## src/rtl/mem_access_stage.sv

```systemverilog
// mem_access_stage: MEM pipeline stage. Runs loads/stores as byte-serial accesses on an 8-bit RAM port.
// Latency: non-memory ops write back next cycle; store = nbytes cycles; load write-back nbytes+2 cycles after accept.
// Backpressure: stall_req holds EX/MEM (stall bus bit 3 and below) while bytes remain to be moved.
//
// Ports:
//   clk, rst        clock (rising edge), synchronous active-high reset
//   op_in[2:0]      funct3 width code: 000 B, 001 H, 010 W, 100 BU, 101 HU
//   status_in       000 nop, 001 reg op, 010 mem write, 011 mem read, 100 branch, 101 jal/jalr
//   mem_address_in  byte address of the access (no alignment required)
//   target_data_in  ALU result / link value / store data
//   reg_address_in  destination register
//   mem_din         RAM read byte, valid the cycle after its address
//   mem_a/mem_wr/mem_dout  registered RAM address, write strobe and write byte
//   stall_req       combinational stall request towards EX/MEM
//   wb_we/wb_addr/wb_data  registered write-back packet (wb_we is a one-cycle pulse)
//   misalign_err    one-cycle pulse for a dropped misaligned access
//
// Build option: define MEM_MISALIGN_TRAP_EN to drop misaligned H/W accesses and pulse misalign_err;
// otherwise misaligned accesses run bytewise and misalign_err is tied low.
module mem_access_stage #(
  parameter int ADDR_W = 32,
  parameter int DATA_W = 32
) (
  input  logic              clk,
  input  logic              rst,
  input  logic [5:0]        op_in,
  input  logic [2:0]        status_in,
  input  logic [ADDR_W-1:0] mem_address_in,
  input  logic [DATA_W-1:0] target_data_in,
  input  logic [4:0]        reg_address_in,
  input  logic [7:0]        mem_din,
  output logic [ADDR_W-1:0] mem_a,
  output logic              mem_wr,
  output logic [7:0]        mem_dout,
  output logic              stall_req,
  output logic              wb_we,
  output logic [4:0]        wb_addr,
  output logic [DATA_W-1:0] wb_data,
  output logic              misalign_err
);

  typedef enum logic [1:0] {IDLE, STORE, LOAD_ADDR, LOAD_WAIT} state_t;

  localparam logic [2:0] ST_REG = 3'b001;
  localparam logic [2:0] ST_WR  = 3'b010;
  localparam logic [2:0] ST_RD  = 3'b011;
  localparam logic [2:0] ST_JAL = 3'b101;
  localparam logic [ADDR_W-1:0] ADDR_ONE = {{(ADDR_W-1){1'b0}}, 1'b1};

  state_t            state, state_n;
  logic [1:0]        idx, idx_n;      // byte index currently presented on the RAM port
  logic [1:0]        rx, rx_n;        // next load byte lane to fill
  logic [1:0]        last, last_n;    // index of the final byte (nbytes-1)
  logic [1:0]        width, width_n;
  logic              uns, uns_n;
  logic [4:0]        rd, rd_n;
  logic [DATA_W-1:0] data_q, data_n;  // store data for stores, bytes gathered so far for loads
  logic [ADDR_W-1:0] mem_a_n;
  logic              mem_wr_n;
  logic [7:0]        mem_dout_n;
  logic              wb_we_n;
  logic [4:0]        wb_addr_n;
  logic [DATA_W-1:0] wb_data_n;
  logic [1:0]        idx_inc;
  logic [DATA_W-1:0] merged;
  logic [DATA_W-1:0] ext;
  logic              drop;
  logic              unused_op;

  assign unused_op = ^op_in[5:3];

`ifdef MEM_MISALIGN_TRAP_EN
  logic misaligned;
  assign misaligned = (op_in[1:0] == 2'b01) ? mem_address_in[0]
                                            : ((op_in[1:0] != 2'b00) && (mem_address_in[1:0] != 2'b00));
  assign drop = (state == IDLE) && ((status_in == ST_WR) || (status_in == ST_RD)) && misaligned;

  always_ff @(posedge clk) begin
    if (rst) misalign_err <= 1'b0;
    else     misalign_err <= drop;
  end
`else
  assign drop         = 1'b0;
  assign misalign_err = 1'b0;
`endif

  // The store is not finished until its last byte is on the port; a load also stalls
  // through its last address cycle, releasing EX/MEM during the final data cycle.
  assign stall_req = ((state == STORE) && (idx != last)) || (state == LOAD_ADDR);

  // Gathered load word with the byte arriving this cycle dropped into its lane.
  always_comb begin
    merged = data_q;
    merged[{rx, 3'b000} +: 8] = mem_din;
  end

  always_comb begin
    case (width)
      2'b00:   ext = uns ? {24'd0, merged[7:0]}  : {{24{merged[7]}}, merged[7:0]};
      2'b01:   ext = uns ? {16'd0, merged[15:0]} : {{16{merged[15]}}, merged[15:0]};
      default: ext = merged;
    endcase
  end

  always_comb begin
    state_n    = state;
    idx_n      = idx;
    rx_n       = rx;
    last_n     = last;
    width_n    = width;
    uns_n      = uns;
    rd_n       = rd;
    data_n     = data_q;
    mem_a_n    = mem_a;
    mem_wr_n   = 1'b0;
    mem_dout_n = mem_dout;
    wb_we_n    = 1'b0;
    wb_addr_n  = wb_addr;
    wb_data_n  = wb_data;
    idx_inc    = idx + 2'd1;

    case (state)
      IDLE: begin
        idx_n   = 2'd0;
        rx_n    = 2'd0;
        width_n = op_in[1:0];
        uns_n   = op_in[2];
        rd_n    = reg_address_in;
        last_n  = (op_in[1:0] == 2'b00) ? 2'd0 : (op_in[1:0] == 2'b01) ? 2'd1 : 2'd3;
        if (!drop) begin
          case (status_in)
            ST_REG, ST_JAL: begin
              wb_we_n   = (reg_address_in != 5'd0);
              wb_addr_n = reg_address_in;
              wb_data_n = target_data_in;
            end
            ST_WR: begin
              state_n    = STORE;
              mem_a_n    = mem_address_in;
              mem_wr_n   = 1'b1;
              mem_dout_n = target_data_in[7:0];
              data_n     = target_data_in;
            end
            ST_RD: begin
              state_n = LOAD_ADDR;
              mem_a_n = mem_address_in;
              data_n  = '0;
            end
            default: ;
          endcase
        end
      end
      STORE: begin
        if (idx == last) begin
          state_n = IDLE;
        end else begin
          idx_n      = idx_inc;
          mem_a_n    = mem_a + ADDR_ONE;
          mem_wr_n   = 1'b1;
          mem_dout_n = data_q[{idx_inc, 3'b000} +: 8];
        end
      end
      LOAD_ADDR: begin
        // From the second address cycle on, the byte for the previous address is on mem_din.
        if (idx != 2'd0) begin
          data_n = merged;
          rx_n   = rx + 2'd1;
        end
        if (idx == last) begin
          state_n = LOAD_WAIT;
        end else begin
          idx_n   = idx_inc;
          mem_a_n = mem_a + ADDR_ONE;
        end
      end
      LOAD_WAIT: begin
        state_n   = IDLE;
        wb_we_n   = (rd != 5'd0);
        wb_addr_n = rd;
        wb_data_n = ext;
      end
      default: state_n = IDLE;
    endcase
  end

  always_ff @(posedge clk) begin
    if (rst) begin
      state    <= IDLE;
      idx      <= 2'd0;
      rx       <= 2'd0;
      last     <= 2'd0;
      width    <= 2'd0;
      uns      <= 1'b0;
      rd       <= 5'd0;
      data_q   <= '0;
      mem_a    <= '0;
      mem_wr   <= 1'b0;
      mem_dout <= 8'd0;
      wb_we    <= 1'b0;
      wb_addr  <= 5'd0;
      wb_data  <= '0;
    end else begin
      state    <= state_n;
      idx      <= idx_n;
      rx       <= rx_n;
      last     <= last_n;
      width    <= width_n;
      uns      <= uns_n;
      rd       <= rd_n;
      data_q   <= data_n;
      mem_a    <= mem_a_n;
      mem_wr   <= mem_wr_n;
      mem_dout <= mem_dout_n;
      wb_we    <= wb_we_n;
      wb_addr  <= wb_addr_n;
      wb_data  <= wb_data_n;
    end
  end

endmodule

```

## config.mk

```make
export PLATFORM = sky130hd
export DESIGN_NAME = mem_access_stage
export DESIGN_NICKNAME = d
export VERILOG_FILES = /design/src/rtl/mem_access_stage.sv
export SDC_FILE = /design/constraint.sdc
export NUM_CORES = 1
export LEC_CHECK = 0
export ABC_CLOCK_PERIOD_IN_PS = 5100
export CORE_AREA = 5 5 100 149
export DETAILED_ROUTE_END_ITERATION = 16
export DIE_AREA = 0 0 105 154
export HOLD_SLACK_MARGIN = 0.03
export PLACE_DENSITY = 0.93
export SETUP_SLACK_MARGIN = 0.4
export SYNTH_ARGS = -nofsm -noshare
export SYNTH_HDL_FRONTEND = slang
export SYNTH_SLANG_ARGS = --single-unit
```

## constraint.sdc

```tcl
create_clock -name clk -period 5.1 [get_ports clk]
set_input_delay 0.51 -clock clk [delete_from_list [all_inputs] [get_ports clk]]
set_output_delay 0.51 -clock clk [all_outputs]
set_load 0.01 [all_outputs]
```

==> flow_summary_export.csv <==
group,metric,value,unit
outcome,status,"complete, no violations",
timing,setup_viol,0,
drt,wl_met3,2098,µm
setup_path,cp.required,5.44,ns
power,combPwrFrac,31.5,%
timing,fin_ws,1.561,ns
logic_synthesis,ys.flop_type,"dfxtp_1",
drt,drc,0,
logic_synthesis,ys_seq_elements,127,
drt,viasPerCell,6.630,
clocking,cts_setup_buffers,0,
timing,rsz0062_at_grt,"no",
clocking,insertion_delay,0.42,ns
job,max_cap_viol_count,0,
floorplanning,rows,52,
timing,period_minus_slack,3.539,ns
logic_synthesis,netlist_area,7096,µm²
drt,vias,7817,
cells_and_area,final_cell_area,9324,µm²
timing,hold_viol,0,
power,pwr_density_cell,396.3,nW/µm²
clocking,ctsHoldBuffers,0,
power,clkPwrFrac,31.9,%
drt,wl_met1,8397,µm
logic_synthesis,yosysUniqueCellTypes,69,
power,p_sw_share,35.57,%
timing,drv_slew,0,
logic_synthesis,ys_top_cells_by_area,"dfxtp_1, a21oi_1, nor2_1",
timing,worstMarginPinSlew,1.199,ns
clocking,h-tree-depth,4,
power,p_sw,1.314,mW
cells_and_area,fin_nets,1104,
timing,relSlewSlack,18.98,%
setup_path,start_kind,"flop",
logic_synthesis,synthXorXnorAreaFrac,0.4937,%
timing,post-route-period-util,69.40,%
placed_design,portBuffers,164,
drt,drtPass1Iterations,5,
cells_and_area,antenna_cells,0,
timing,fin_worst_skew,0.01158,ns
logic_synthesis,synth-adder-area-share,2.116,%
global_routing,track_usage,29.26,%
setup_path,worstPathArrival,3.88,ns
logic_synthesis,netlist_instances,881,
floorplanning,die_h,154,µm
timing,hold_slack,0.4523,ns
logic_synthesis,synth_area_per_cell,8.054,µm²
logic_synthesis,synth-edff-count,0,
floorplanning,start_util,52.94,%
cells_and_area,layout-drive-gt1-share,7.080,%
logic_synthesis,async_flop_share,0,%
logic_synthesis,synthSimpleGateAreaFrac,21.09,%
global_routing,grt_first_pass_wirelength,39090,µm
drt,route.met2.wl,12320,µm
power,power.total,3.695,mW
global_routing,grt_antenna_before_repair,0,
clocking,cts_sinks,127,
floorplanning,io_pins,169,
logic_synthesis,synth_compound_area_share,28.78,%
timing,max_freq,282.5,MHz
placed_design,dp_hpwl,17000,µm
clocking,clk_path_buf_depth,2,
power,p_int,2.381,mW
power,peakVddDrop,0.2555,mV
global_routing,grt-ovfl-total,0,
global_routing,grt_max_degree,73,
power,pwr-share-seq,36.6,%
worst_hold_path,hold_class,"flop to flop",
drt,routedWlPerCell,20.63,µm
logic_synthesis,synth_largest_area_cell,"dfxtp_1",
timing,finalSetupTns,0,ns
logic_synthesis,synth_top_family_by_area,"compound AO/OA/AOI/OAI gates",
cells_and_area,area_growth,31.41,%
clocking,cts_tree,"yes",
logic_synthesis,synth_top_area_share,35.83,%
clocking,post_cts_resized,0,
setup_path,end_kind,"flop",
power,leakage,3.288,nW
clocking,cts_buffers,17,
placed_design,placed_area,8755,µm²
logic_synthesis,seq_area_frac_synth,35.83,%
placed_design,routabilityCongestion,0.9979,
drt,drtIter0Drc,683,
floorplanning,fp.coreArea,13400,µm²
logic_synthesis,ys_top_cells_by_count,"dfxtp_1, nor2_1, nand2_1, a21oi_1, clkbuf_1",
clocking,cts_root_buffer,"clkbuf_16",
logic_synthesis,synthMuxAreaShare,5.925,%
logic_synthesis,syn_nets,981,
placed_design,dp_slack,1.777,ns
global_routing,grt_pass1_vias,7704,
logic_synthesis,yosys_warnings,0,
drt,routed.top_layer,"met4",
setup_path,critPathMaxFanout,15,
drt,routed_wirelength,24320,µm
clocking,path_clk_slew,0.06,ns
floorplanning,chipWidth,105,µm
drt,detail-route-antenna-nets,0,
setup_path,timing_worst_setup_path_type,"flop to flop",
logic_synthesis,yosysMostFrequentCell,"dfxtp_1",
floorplanning,dieArea,16170,µm²
## registers in the layout, indices dropped and copies added (netlist names), 2 cells and up
signal / count
rx: 2
data_q: 32
mem_dout: 8
wb_data: 32
wb_addr: 5
state: 2
mem_a: 32
idx: 2
rd: 5
width: 2
last: 2
## power by group through the flow
stage | clock (mW) | combinational, mW | sequential, mW
finish | 1.18 | 1.16 | 1.35
floorplan | 0 | 0.685 | 1.33
CTS | 1.19 | 1.15 | 1.34
global placement | 0 | 1.11 | 1.35
detailed placement | 0 | 1.13 | 1.36
global route | 1.24 | 1.26 | 1.37
## through the flow
stage               utilization (%)  cells
finish                        69.57   1179
global route                  69.57   1179
CTS                           69.57   1179
detailed placement            65.32   1147
global placement              65.32   1147
floorplan                         -    881
## path summary, 6_finish.rpt
kind	start	to	slack, ns	depth (start not counted)
max reg2reg	rx[0]	wb_data[24]	1.56	7
min	wb_data[12]	wb_data[12]	0.45	2
min reg2reg	wb_data[12]	wb_data[12]	0.45	2
max	rx[0]	wb_data[24]	1.56	7
## worst max-delay path: stages, from the launching register on
cell      delay (ns)
dfxtp_1         0.54
clkinv_1        0.39
ha_1            0.51
and3b_1         0.30
a311oi_1        0.11
o41ai_1         0.75
nand3_1         0.55
o22ai_1         0.32
## routing by layer
metal  GRT usage [%]  vias to the layer above
li1                -                     3556
met1           31.60                     3646
met2           50.84                      497
met3           6.963                      118
met4           18.16                        0
met5               0                        -
## layout by cell type, fill, tap and decap left out, types with 4 or more instances in the layout
master and instances:
a211oi_1 43, a21oi_1 80, a221oi_1 29, a22oi_1 4, a311oi_1 11, a31oi_1 4
a32oi_1 13, and2_1 4, and3_1 5, and4_1 5, buf_4 12, clkbuf_16 17
clkdlybuf4s50_1 163, clkinv_4 4, dfxtp_1 127, ha_1 10, inv_1 29, inv_6 5
mux2i_1 24, mux4_2 8, nand2_1 86, nand2b_1 20, nand3_1 23, nand4_1 7
nor2_1 88, nor2b_1 5, nor3_1 17, nor4_1 4, nor4b_1 11, o211ai_1 4
o21ai_0 51, o221ai_1 7, o22ai_1 19, o31ai_1 5, o41ai_1 4, or2_2 4
or4_1 4
## cells by family (layout without fill, tap and decap cells)
group / after synthesis / in the layout
AO/OA/AOI/OAI: 303 / 303
XOR/XNOR: 4 / 4
buffers and inverters: 102 / 238
other: 1 / 1
flip-flops: 127 / 127
AND/OR/NAND/NOR: 300 / 300
adder cells (fa/ha/maj): 12 / 12
multiplexers: 32 / 32
## layout make-up
class	instances	area (µm²)
Tap cell	162	202.7
Inverter	31	116.4
Timing Repair Buffer	175	1722
Multi-Input combinational cell	652	4172
Fill cell	1029	4079
Clock inverter	13	126.4
Sequential cell	127	2542
Clock buffer	19	442.9
Note: power is estimated with default switching activity, not from simulation.
